--- config.mk ---
export PLATFORM = sky130hd
export DESIGN_NAME = mc_controller
export DESIGN_NICKNAME = d
export VERILOG_FILES = /design/src/rtl/mc_controller.sv
export SDC_FILE = /design/constraint.sdc
export NUM_CORES = 1
export LEC_CHECK = 0
export ABC_CLOCK_PERIOD_IN_PS = 2800
export BUFFER_PORTS_ARGS = -buffer_cell sky130_fd_sc_hd__buf_2
export CAP_MARGIN = 0
export CORE_MARGIN = 10
export CORE_UTILIZATION = 50
export CTS_BUF_LIST = sky130_fd_sc_hd__clkbuf_8 sky130_fd_sc_hd__clkbuf_16
export CTS_CLUSTER_SIZE = 8
export DETAILED_ROUTE_END_ITERATION = 6
export HOLD_SLACK_MARGIN = 0.1
export PLACE_DENSITY = 0.82
export SYNTH_ARGS = -nofsm -noshare
export SYNTH_HDL_FRONTEND = slang
export SYNTH_SLANG_ARGS = --single-unit
--- constraint.sdc ---
create_clock -name clk -period 2.8 [get_ports clk]
set_input_delay 0.28 -clock clk [delete_from_list [all_inputs] [get_ports clk]]
set_output_delay 0.28 -clock clk [all_outputs]
set_load 0.1 [all_outputs]
--- src/rtl/mc_controller.sv ---
// Multicycle ARM control unit: main sequencing FSM, ALU decode, NZCV flag storage
// and condition-code gating of the architectural write enables.
module mc_controller #(
    parameter bit HALT_ON_UNKNOWN = 1'b0
) (
    input  logic        clk,
    input  logic        reset,
    input  logic [19:0] Instr,
    input  logic [3:0]  ALUFlags,
    output logic        PCWrite,
    output logic        MemWrite,
    output logic        RegWrite,
    output logic        IRWrite,
    output logic        AdrSrc,
    output logic [1:0]  RegSrc,
    output logic [1:0]  ALUSrcA,
    output logic [1:0]  ALUSrcB,
    output logic [1:0]  ResultSrc,
    output logic [1:0]  ImmSrc,
    output logic [1:0]  ALUControl,
    output logic [3:0]  state
);

    localparam int unsigned STATE_W = 4;

    typedef enum logic [STATE_W-1:0] {
        S_FETCH    = 4'd0,
        S_DECODE   = 4'd1,
        S_MEMADR   = 4'd2,
        S_MEMREAD  = 4'd3,
        S_MEMWB    = 4'd4,
        S_MEMWRITE = 4'd5,
        S_EXECR    = 4'd6,
        S_EXECI    = 4'd7,
        S_ALUWB    = 4'd8,
        S_BRANCH   = 4'd9,
        S_UNKNOWN  = 4'd10
    } state_e;

    typedef struct packed {
        logic       next_pc;
        logic       branch;
        logic       reg_w;
        logic       mem_w;
        logic       ir_write;
        logic       adr_src;
        logic [1:0] alu_src_a;
        logic [1:0] alu_src_b;
        logic [1:0] result_src;
        logic       alu_op;
    } ctrl_t;

    logic [3:0] cond;
    logic [1:0] op;
    logic [5:0] funct;
    logic [3:0] rd;
    logic       unused_rn;

    assign cond      = Instr[19:16];
    assign op        = Instr[15:14];
    assign funct     = Instr[13:8];
    assign rd        = Instr[3:0];
    assign unused_rn = ^Instr[7:4];

    // Per-state control word, before condition gating.
    function automatic ctrl_t ctrl_for(input state_e s);
        ctrl_t c;
        c = '0;
        case (s)
            S_FETCH: begin
                c.alu_src_a  = 2'b01;
                c.alu_src_b  = 2'b10;
                c.result_src = 2'b10;
                c.ir_write   = 1'b1;
                c.next_pc    = 1'b1;
            end
            S_DECODE: begin
                c.alu_src_a  = 2'b01;
                c.alu_src_b  = 2'b10;
                c.result_src = 2'b10;
            end
            S_MEMADR:   c.alu_src_b = 2'b01;
            S_MEMREAD:  c.adr_src   = 1'b1;
            S_MEMWRITE: begin
                c.adr_src = 1'b1;
                c.mem_w   = 1'b1;
            end
            S_MEMWB: begin
                c.result_src = 2'b01;
                c.reg_w      = 1'b1;
            end
            S_ALUWB:    c.reg_w  = 1'b1;
            S_EXECR:    c.alu_op = 1'b1;
            S_EXECI: begin
                c.alu_src_b = 2'b01;
                c.alu_op    = 1'b1;
            end
            S_BRANCH: begin
                c.alu_src_b  = 2'b01;
                c.result_src = 2'b10;
                c.branch     = 1'b1;
            end
            default: c = '0;
        endcase
        return c;
    endfunction

    state_e     state_q, state_d;
    ctrl_t      ctrl_q;
    logic [3:0] flags_q;
    logic       cond_ex_q;
    logic       cond_ex;
    logic [1:0] flag_w;
    logic       pcs;

    always_comb begin
        state_d = state_q;
        case (state_q)
            S_FETCH:  state_d = S_DECODE;
            S_DECODE: begin
                case (op)
                    2'b00:   state_d = funct[5] ? S_EXECI : S_EXECR;
                    2'b01:   state_d = S_MEMADR;
                    2'b10:   state_d = S_BRANCH;
                    default: state_d = S_UNKNOWN;
                endcase
            end
            S_MEMADR:   state_d = funct[0] ? S_MEMREAD : S_MEMWRITE;
            S_MEMREAD:  state_d = S_MEMWB;
            S_EXECR,
            S_EXECI:    state_d = S_ALUWB;
            S_MEMWB,
            S_MEMWRITE,
            S_ALUWB,
            S_BRANCH:   state_d = S_FETCH;
            S_UNKNOWN:  state_d = HALT_ON_UNKNOWN ? S_UNKNOWN : S_FETCH;
            default:    state_d = S_FETCH;
        endcase
    end

    // Control word is registered alongside the state it belongs to.
    always_ff @(posedge clk or negedge reset) begin
        if (!reset) begin
            state_q <= S_FETCH;
            ctrl_q  <= ctrl_for(S_FETCH);
        end else begin
            state_q <= state_d;
            ctrl_q  <= ctrl_for(state_d);
        end
    end

    always_comb begin
        ALUControl = 2'b00;
        flag_w     = 2'b00;
        if (ctrl_q.alu_op) begin
            case (funct[4:1])
                4'b0100: ALUControl = 2'b00;
                4'b0010: ALUControl = 2'b01;
                4'b0000: ALUControl = 2'b10;
                4'b1100: ALUControl = 2'b11;
                default: ALUControl = 2'b00;
            endcase
            flag_w[1] = funct[0];
            flag_w[0] = funct[0] & ~ALUControl[1];
        end
    end

    // flags_q = {N, Z, C, V}
    always_comb begin
        cond_ex = 1'b0;
        case (cond)
            4'b0000: cond_ex = flags_q[2];
            4'b0001: cond_ex = ~flags_q[2];
            4'b0010: cond_ex = flags_q[1];
            4'b0011: cond_ex = ~flags_q[1];
            4'b0100: cond_ex = flags_q[3];
            4'b0101: cond_ex = ~flags_q[3];
            4'b0110: cond_ex = flags_q[0];
            4'b0111: cond_ex = ~flags_q[0];
            4'b1000: cond_ex = flags_q[1] & ~flags_q[2];
            4'b1001: cond_ex = ~(flags_q[1] & ~flags_q[2]);
            4'b1010: cond_ex = (flags_q[3] == flags_q[0]);
            4'b1011: cond_ex = (flags_q[3] != flags_q[0]);
            4'b1100: cond_ex = ~flags_q[2] & (flags_q[3] == flags_q[0]);
            4'b1101: cond_ex = ~(~flags_q[2] & (flags_q[3] == flags_q[0]));
            4'b1110: cond_ex = 1'b1;
            default: cond_ex = 1'b0;
        endcase
    end

    always_ff @(posedge clk or negedge reset) begin
        if (!reset) begin
            flags_q   <= 4'b0000;
            cond_ex_q <= 1'b0;
        end else begin
            cond_ex_q <= cond_ex;
            if (flag_w[1] & cond_ex) flags_q[3:2] <= ALUFlags[3:2];
            if (flag_w[0] & cond_ex) flags_q[1:0] <= ALUFlags[1:0];
        end
    end

    // Enables are held low for the whole time reset is asserted.
    assign pcs       = ((rd == 4'hF) & ctrl_q.reg_w) | ctrl_q.branch;
    assign PCWrite   = reset & (ctrl_q.next_pc | (pcs & cond_ex_q));
    assign RegWrite  = reset & ctrl_q.reg_w & cond_ex_q;
    assign MemWrite  = reset & ctrl_q.mem_w & cond_ex_q;
    assign IRWrite   = reset & ctrl_q.ir_write;
    assign AdrSrc    = ctrl_q.adr_src;
    assign ALUSrcA   = ctrl_q.alu_src_a;
    assign ALUSrcB   = ctrl_q.alu_src_b;
    assign ResultSrc = ctrl_q.result_src;
    assign RegSrc    = {op == 2'b01, op == 2'b10};
    assign ImmSrc    = op;
    assign state     = state_q;

endmodule

After elaboration in Yosys (flattened, before gate mapping). Index checks and enable logic that the tools add are counted.

Equal/unequal tests: 35. Muxes and demuxes: 18. Bitwise logic cells: 22. Reduce and logical (&&, ||, !) cells: 12.

Operators with widths (number): 4-bit == test (second input constant) (11); 4-bit by 3-bit == test with 1-bit output (second input constant) (10); 4-bit by 2-bit == test with 1-bit output (second input constant) (7); 4-bit one-hot mux with 5 select lines (1); 4-bit zero test (4); 1-bit one-hot mux with 15 select lines (1); 1-bit bitwise AND (13); 4-bit by 1-bit == test with 1-bit output (second input constant) (3); 4-bit one-hot mux with 3 select lines (1); 2-bit OR reduction (5); 1-bit 2-to-1 mux (8); 2-bit one-hot mux with 2 select lines (2); 1-bit NOT (7); 2-bit 2-to-1 mux (3); 2-bit one-hot mux with 3 select lines (1); 3-bit OR reduction (2); 3-bit 2-to-1 mux (1); 2-bit by 1-bit == test with 1-bit output (second input constant) (1); 2-bit == test (second input constant) (1); 2-bit zero test (1); 1-bit OR (2); 1-bit == test (1); 1-bit inequality test (1).

Bits in registers: 21. Input bits: 26. Output and inout bits: 21. Word-level logic and storage cells: 100.

Depth between registers and ports, before layout. Gate-level depths: netlist of run 1.

Depth in word-level cells: 7. Depth in mapped cells: 7. Depth with buffers taken out: 6.

Least setup slack after synthesis of run 1. OpenSTA, ideal clock, no wires.

Kind: input to output. Start: input port Instr[11]. End: output port ALUControl[0]. Arrival time: 2.083 ns. Required time: 2.520 ns. Slack: 0.437 ns. Stages on the path: 3. Buffers on the path: 0. Cell sequence: or2_2 mux2_2 nor2_1.

Longest elaborated chain between the ends: 4. Elaborated cells between the ends (all ways): 6. Those cells by class: eq/ne (2); mux (3); reduce/logical (1).

RTL lines: start, declared (RTL line 8) `input logic [19:0] Instr,`; 4-bit == test (tied with other cells) (RTL line 156) `case (funct[4:1])`; 2-bit one-hot mux with 3 select lines (*) (RTL line 156); 2-bit 2-to-1 mux (*) (2 in series) (RTL line 155) `if (ctrl_q.alu_op) begin`; end, declared (RTL line 20) `output logic [1:0] ALUControl,`.

Mark *: on every way between the ends. The rest lies on a longest branch, timed or not. The select of a mux whose other input is x is not followed.

Final worst setup path of run 1.
Start: input port reset. End: output port PCWrite.

Longest elaborated chain between the ends: 1.

RTL lines: start, declared (RTL line 7) `input logic reset,`; 1-bit bitwise AND (RTL line 204) `assign PCWrite = reset & (ctrl_q.next_pc | (pcs & cond_ex_q));`; end, declared (RTL line 10) `output logic PCWrite,`.

Every way passes these cells.

==> impl_summary.log, run 1 <==
INFO  metric preCtsSetupSlack = 0.671 ns
INFO  metric fmax = between 0.4 and 0.5 GHz
INFO  metric leakage_power_figure = ~0.69 nW
INFO  metric io_buffers = 41
INFO  metric numCtsBuffers = 3
INFO  metric drv_cap = 0
INFO  metric post_cts_resized = 0
INFO  metric worst_ep_required_time = around 2.5 ns
INFO  metric worst_clock_skew = between 0.003 and 0.004 ns
INFO  metric synth.cell_area = around 0.0011 mm2
INFO  metric fillers = roughly 170
INFO  metric y_dimension_of_the_die = 67.0 um
INFO  metric final_layout_size_suffix_gt1_frac = 0.401
INFO  metric initial_utilization = 0.547
INFO  metric synth.area.top_cells = sky130_fd_sc_hd__dfrtp_1, sky130_fd_sc_hd__dfstp_2, sky130_fd_sc_hd__buf_4
INFO  metric ir_drop_worst_case_vdd = around 1.2 mV
INFO  metric synth_top_area_cell = sky130_fd_sc_hd__dfrtp_1
INFO  metric cts_tree = built
INFO  metric synth_seq_cells = 20
INFO  metric ant_nets = 0
INFO  metric grt_max_degree = 25
INFO  metric detailedRoute.firstPassIterationCount = 4
INFO  metric num_antenna_cells = 0
INFO  metric wl_per_cell = between 15 and 20 um
INFO  metric layout_setup_ws = about 0.5 ns
INFO  metric synthesis.area_per_instance = 9.70 um2
INFO  metric setup.worst_path.start_class = input port
INFO  metric globalRoute.totalOverflow = 0
INFO  metric groute.usage.overall = 0.123
INFO  metric worst_setup_hold_path_clk_slew = roughly 0.07 ns
INFO  metric avgViaCountPerCell = between 5 and 6
INFO  metric criticalPathCategory = input port to output pin
INFO  metric synth_largest_type_area_fraction = 0.362
INFO  metric clock-root-buffer = sky130_fd_sc_hd__clkbuf_8
INFO  metric layout_overhead_on_the_synthesized_area = 20.2%
INFO  metric placementRows = 16
INFO  metric timing.final.setup_violations = 0
INFO  metric final_cell_mix = sky130_fd_sc_hd__buf_2, sky130_fd_sc_hd__dfrtp_1, sky130_fd_sc_hd__nor2_1
INFO  metric grt_antenna_before_repair = 0
INFO  metric worst_hold_path_type = input port to flop
INFO  metric grt_first_pass_wirelength = about 4.5 mm
INFO  metric cts.sinks = 20
INFO  metric cts.path.max_buffers = 2
INFO  metric drt-total-wl = 2.68 mm
INFO  metric routed-via-count = roughly 950
INFO  metric worst_setup_path_end_kind = output pin
INFO  metric regArea = between 500 and 600 um2
INFO  metric drc = 0
INFO  metric detail_route.iter0.violations = between 50 and 60
INFO  metric clock_insertion_delay_worst_skew = between 0.2 and 0.3 ns
INFO  metric floorplan.core_area = 0.00202 mm2
INFO  metric cts-htree-levels = 1
INFO  metric run_status = completed
INFO  metric cellPowerDensity = 1280 mW/mm2
INFO  metric hold_path_depth = 2
INFO  metric multi_input_area = approximately 500 um2
INFO  metric period_minus_slack = between 2 and 2.5 ns
INFO  metric grt_setup_unrepaired = false
INFO  metric synth_fp_nets = 140
INFO  metric distinct_cells_synth = 35
INFO  metric ys.warnings.count = 0
INFO  metric detailedPlacementHpwl = 2.13 mm
INFO  metric commonest_non_fill_non_tap_cell_in_the_layout = sky130_fd_sc_hd__buf_2
INFO  metric number_of_cells_produced_by_synthesis = between 100 and 150
INFO  metric die_area = around 0.0045 mm2
INFO  metric vias_in_the_first_global_route = approximately 1000
INFO  metric worstRegToRegCells = 6
INFO  metric timing.final.crit_share = 0.821
INFO  metric die_w = approximately 67 um
INFO  metric timing.final.hold_violations = 0
INFO  metric finalSetupTns = 0 ns
INFO  metric finalWeightedCongestion = ~0.73
INFO  metric cp.arrival = 2.02 ns
INFO  metric worst-path-max-fanout = 24
INFO  metric boundaryPins = 47
INFO  metric slew_violations = 0
INFO  metric synth_seq_area_share = 0.457
INFO  metric final_net_count = 174
repair_timing:
item                      4_1_cts  5_1_grt
buffers inserted                0        0
hold endpoints to repair       16        0
hold buffers                    1        0
layer usage:
metal	wire (um)	share of wire	up-vias	global-route usage
li1	-	-	456	-
met1	1040	0.39	446	0.127
met2	1370	0.51	42	0.224
met3	219	0.082	4	0.0234
met4	48	0.018	0	0.0744
met5	0	0	-	0
worst max-delay path, cell delays in order:
cell                            delay, ns
sky130_fd_sc_hd__dlygate4sd3_1       0.53
sky130_fd_sc_hd__buf_2               0.41
sky130_fd_sc_hd__and3_1              0.24
sky130_fd_sc_hd__a22o_1              0.13
sky130_fd_sc_hd__buf_2               0.42
logic make-up after synthesis:
family          count (synthesis)  share of synthesized area
other cells                     1                    0.00339
buf+inv                        16                     0.0826
xor+xnor                        1                    0.00792
mux                             8                     0.0860
flops                          20                      0.457
simple gates                   44                      0.213
compound gates                 24                      0.150
power by group:
| group | leakage (nW) | internal, mW | switching, mW |
|---|---|---|---|
| clock | 0.0288 | 0.125 | 0.0908 |
| combinational | 0.412 | 0.226 | 0.740 |
| sequential | 0.252 | 0.419 | 0.106 |
state kept, by name, indices dropped and copies added (netlist names):
register	count
ctrl_q	5
flags_q	4
state	4
ALUSrcB	2
ResultSrc	2
ALUSrcA	1
AdrSrc	1
cond_ex_q	1
metrics by stage:
| stage | hold WS, ns | utilization | std cells | power, mW | instance area, um2 |
|---|---|---|---|---|---|
| floorplan | -0.0156 | - | 114 | 1.37 | 1110 |
| global placement | 0.250 | 0.626 | 169 | 1.47 | 1260 |
| detailed placement | 0.259 | 0.626 | 169 | 1.50 | 1260 |
| CTS | 0.243 | 0.658 | 174 | 1.72 | 1330 |
| global route | 0.252 | 0.658 | 174 | 1.80 | 1330 |
| finish | 0.247 | 0.658 | 174 | 1.71 | 1330 |
cell usage after synthesis:
cell and number:
sky130_fd_sc_hd__o31ai_1 1, sky130_fd_sc_hd__or3b_1 1, sky130_fd_sc_hd__and2_1 1, sky130_fd_sc_hd__a211oi_1 1, sky130_fd_sc_hd__a221oi_1 1, sky130_fd_sc_hd__o22a_1 1, sky130_fd_sc_hd__a21o_1 5, sky130_fd_sc_hd__nor2_1 11
sky130_fd_sc_hd__dfstp_2 4, sky130_fd_sc_hd__dfrtp_1 16, sky130_fd_sc_hd__a311o_1 1, sky130_fd_sc_hd__buf_4 8, sky130_fd_sc_hd__mux2_4 2, sky130_fd_sc_hd__mux2_2 4, sky130_fd_sc_hd__nand2_1 5, sky130_fd_sc_hd__a22o_1 1
sky130_fd_sc_hd__buf_2 1, sky130_fd_sc_hd__o2111a_2 1, sky130_fd_sc_hd__a21oi_1 6, sky130_fd_sc_hd__conb_1 1, sky130_fd_sc_hd__clkbuf_1 4, sky130_fd_sc_hd__and3_1 4, sky130_fd_sc_hd__mux2i_1 2, sky130_fd_sc_hd__nor3b_1 2
sky130_fd_sc_hd__or2_2 3, sky130_fd_sc_hd__nand3_1 1, sky130_fd_sc_hd__xnor2_1 1, sky130_fd_sc_hd__inv_1 3, sky130_fd_sc_hd__nand2b_1 7, sky130_fd_sc_hd__nor2b_1 2, sky130_fd_sc_hd__o311a_1 1, sky130_fd_sc_hd__nor3_1 5
sky130_fd_sc_hd__o21ai_0 5, sky130_fd_sc_hd__nor4_1 1, sky130_fd_sc_hd__and4_1 1
area by class of cell:
| cell class | instances | share of cell area |
|---|---|---|
| multi-input combinational | 78 | 0.383 |
| sequential | 20 | 0.380 |
| timing repair buffer | 42 | 0.162 |
| clock buffer | 4 | 0.0414 |
| tap | 27 | 0.0254 |
| inverter | 3 | 0.00847 |
final timing paths:
check	slack (ns)	startpoint	endpoint
worst max-delay path	0.50	reset	PCWrite
worst min-delay path	0.25	Instr[8]	ctrl_q[9]
worst max register to register	0.67	flags_q[3]	flags_q[0]
worst min register to register	0.59	flags_q[1]	flags_q[1]
max in group asynchronous	1.93	reset	ctrl_q[8]
min in group asynchronous	0.52	reset	state[2]
Power figures use the tool's default switching activity.
==> run 2: changes to the inputs <==
Settings changed: ABC_CLOCK_PERIOD_IN_PS 2800 to 2300, CORE_UTILIZATION 50 to 46, PLACE_DENSITY 0.82 to 0.76.
Clock period 2.8 ns to 2.3 ns, I/O delays scaled along.
==> run 2 against run 1 <==
Effect of this change: cell area up 0.66%; power is 21% higher; flip-flop and latch count stayed put; cell count increased by 1.1%; via count is 3.2% lower; count of clock-buffer cells in the layout unchanged.
==> impl_summary.log, run 2 (synthesis results as in run 1) <==
INFO  metric io_buffers = just over 40
INFO  metric ir_drop_worst_case_vdd = roughly 1.4 mV
INFO  metric vias_in_the_first_global_route = roughly 900
INFO  metric worst_setup_hold_path_clk_slew = about 0.07 ns
INFO  metric worst_setup_path_end_kind = flop
INFO  metric drv_cap = 0
INFO  metric worst-path-max-fanout = 4
INFO  metric num_antenna_cells = 0
INFO  metric timing.final.crit_share = 0.907
INFO  metric clock-root-buffer = sky130_fd_sc_hd__clkbuf_8
INFO  metric worst_hold_path_type = input port to flop
INFO  metric largest_reg_flops = 5
INFO  metric period_minus_slack = 2.09 ns
INFO  metric timing.final.setup_violations = 0
INFO  metric fillers = just over 200
INFO  metric cts-htree-levels = 1
INFO  metric routed-via-count = around 920
INFO  metric final_core_util = 0.594
INFO  metric criticalPathCategory = flop to flop
INFO  metric groute.usage.overall = 0.101
INFO  metric preCtsSetupSlack = roughly 0.24 ns
INFO  metric die_area = ~0.0048 mm2
INFO  metric post_cts_resized = 0
INFO  metric grt_antenna_before_repair = 0
INFO  metric final_net_count = roughly 180
INFO  metric worst_ep_required_time = ~2.4 ns
INFO  metric globalRoute.totalOverflow = 0
INFO  metric cts_tree = built
INFO  metric floorplan.core_area = approximately 0.0023 mm2
INFO  metric grt_first_pass_wirelength = a little over 4 mm
INFO  metric detail_route.iter0.violations = 26
INFO  metric drt-total-wl = approximately 2.5 mm
INFO  metric final_layout_size_suffix_gt1_frac = 0.405
INFO  metric avgViaCountPerCell = about 5.2
INFO  metric initial_utilization = 0.491
INFO  metric y_dimension_of_the_die = 69.0 um
INFO  metric wl_per_cell = ~14 um
INFO  metric commonest_non_fill_non_tap_cell_in_the_layout = sky130_fd_sc_hd__buf_2
INFO  metric leakage_power_figure = between 0.6 and 0.7 nW
INFO  metric worst_clock_skew = between 0.0008 and 0.0009 ns
INFO  metric setup.worst_path.start_class = flop
INFO  metric cts.path.max_buffers = 2
INFO  metric grt_setup_unrepaired = false
INFO  metric ant_nets = 0
INFO  metric finalSetupTns = 0 ns
INFO  metric cp.arrival = approximately 2.2 ns
INFO  metric numPlacedInstances = ~170
INFO  metric r2r_setup_slack = between 0.2 and 0.25 ns
INFO  metric drc = 0
INFO  metric timing.final.hold_violations = 0
INFO  metric detailedPlacementHpwl = ~2.0 mm
INFO  metric detailedRoute.firstPassIterationCount = 4
INFO  metric numCtsBuffers = 3
INFO  metric layout_setup_ws = 0.214 ns
INFO  metric cellPowerDensity = roughly 1500 mW/mm2
INFO  metric largest-register = ctrl_q
INFO  metric slew_violations = 0
INFO  metric fmax = 0.479 GHz
INFO  metric placementRows = 17
INFO  metric final_cell_mix = sky130_fd_sc_hd__buf_2, sky130_fd_sc_hd__dfrtp_1, sky130_fd_sc_hd__nor2_1
INFO  metric cts_setup_buffers = 0
INFO  metric cts.sinks = 20
INFO  metric run_status = completed
INFO  metric number_of_standard_cells_in_the_final_layout_excluding_fillers = 176
INFO  metric finalWeightedCongestion = 0.797
INFO  metric boundaryPins = 47
INFO  metric clock_insertion_delay_worst_skew = about 0.25 ns
INFO  metric die_w = about 70 um
INFO  metric layout_overhead_on_the_synthesized_area = 21.0%
INFO  metric grt_max_degree = 14
run 2: cell types whose count changed in the layout (fill, tap and decap cells not counted):
cell / change
sky130_fd_sc_hd__buf_4: +1
run 2: worst paths after layout:
kind	start	endpoint	depth (start not counted)
max	flags_q[0]	flags_q[2]	6
min	Instr[8]	ctrl_q[9]	2
max reg2reg	flags_q[0]	flags_q[2]	6
min reg2reg	state[3]	ctrl_q[10]	1
max in group asynchronous	reset	ALUSrcA[0]	3
min in group asynchronous	reset	ctrl_q[11]	2
run 2: timing repair:
| action | in CTS | in global routing |
|---|---|---|
| setup endpoints to repair | 0 | 0 |
| endpoints found under the hold margin | 7 | 0 |
| hold buffers | 1 | 0 |
run 2: worst max-delay path: stages (launching register included):
cell and delay, ns:
sky130_fd_sc_hd__dfrtp_1 0.43, sky130_fd_sc_hd__xnor2_1 0.29, sky130_fd_sc_hd__nor3b_1 0.09, sky130_fd_sc_hd__o311a_1 0.33
sky130_fd_sc_hd__a311o_1 0.36, sky130_fd_sc_hd__nand3_1 0.13, sky130_fd_sc_hd__mux2_2 0.35
run 2: final cells by class:
type	instances	area, um2	area share
Timing Repair Buffer	43	223	0.166
Clock buffer	4	55.1	0.0411
Multi-Input combinational cell	78	509	0.380
Sequential cell	20	505	0.378
Inverter	3	11.3	0.00841
Tap cell	28	35.0	0.0262
run 2: metal layers:
metal  share of wire  global-route usage  vias to the layer above
li1                -                   -                      456
met1            0.45               0.121                      429
met2            0.48               0.160                       29
met3           0.048              0.0185                        4
met4           0.025              0.0665                        0
met5               0                   0                        -
run 2: report_power, final:
| part | total, mW | switching (mW) | leakage [nW] | internal, mW |
|---|---|---|---|---|
| sequential | 0.633 | 0.124 | 0.252 | 0.510 |
| combinational | 1.17 | 0.894 | 0.416 | 0.276 |
| clock | 0.264 | 0.112 | 0.0288 | 0.152 |
| total | 2.07 | 1.13 | 0.697 | 0.938 |
run 2: stage by stage:
stage / power [mW] / hold slack [ns] / instance area [um2]
floorplan: 1.67 / -0.0656 / 1110
global placement: 1.79 / 0.0917 / 1270
detailed placement: 1.81 / 0.0970 / 1270
CTS: 2.08 / 0.194 / 1340
global route: 2.18 / 0.207 / 1340
finish: 2.07 / 0.191 / 1340
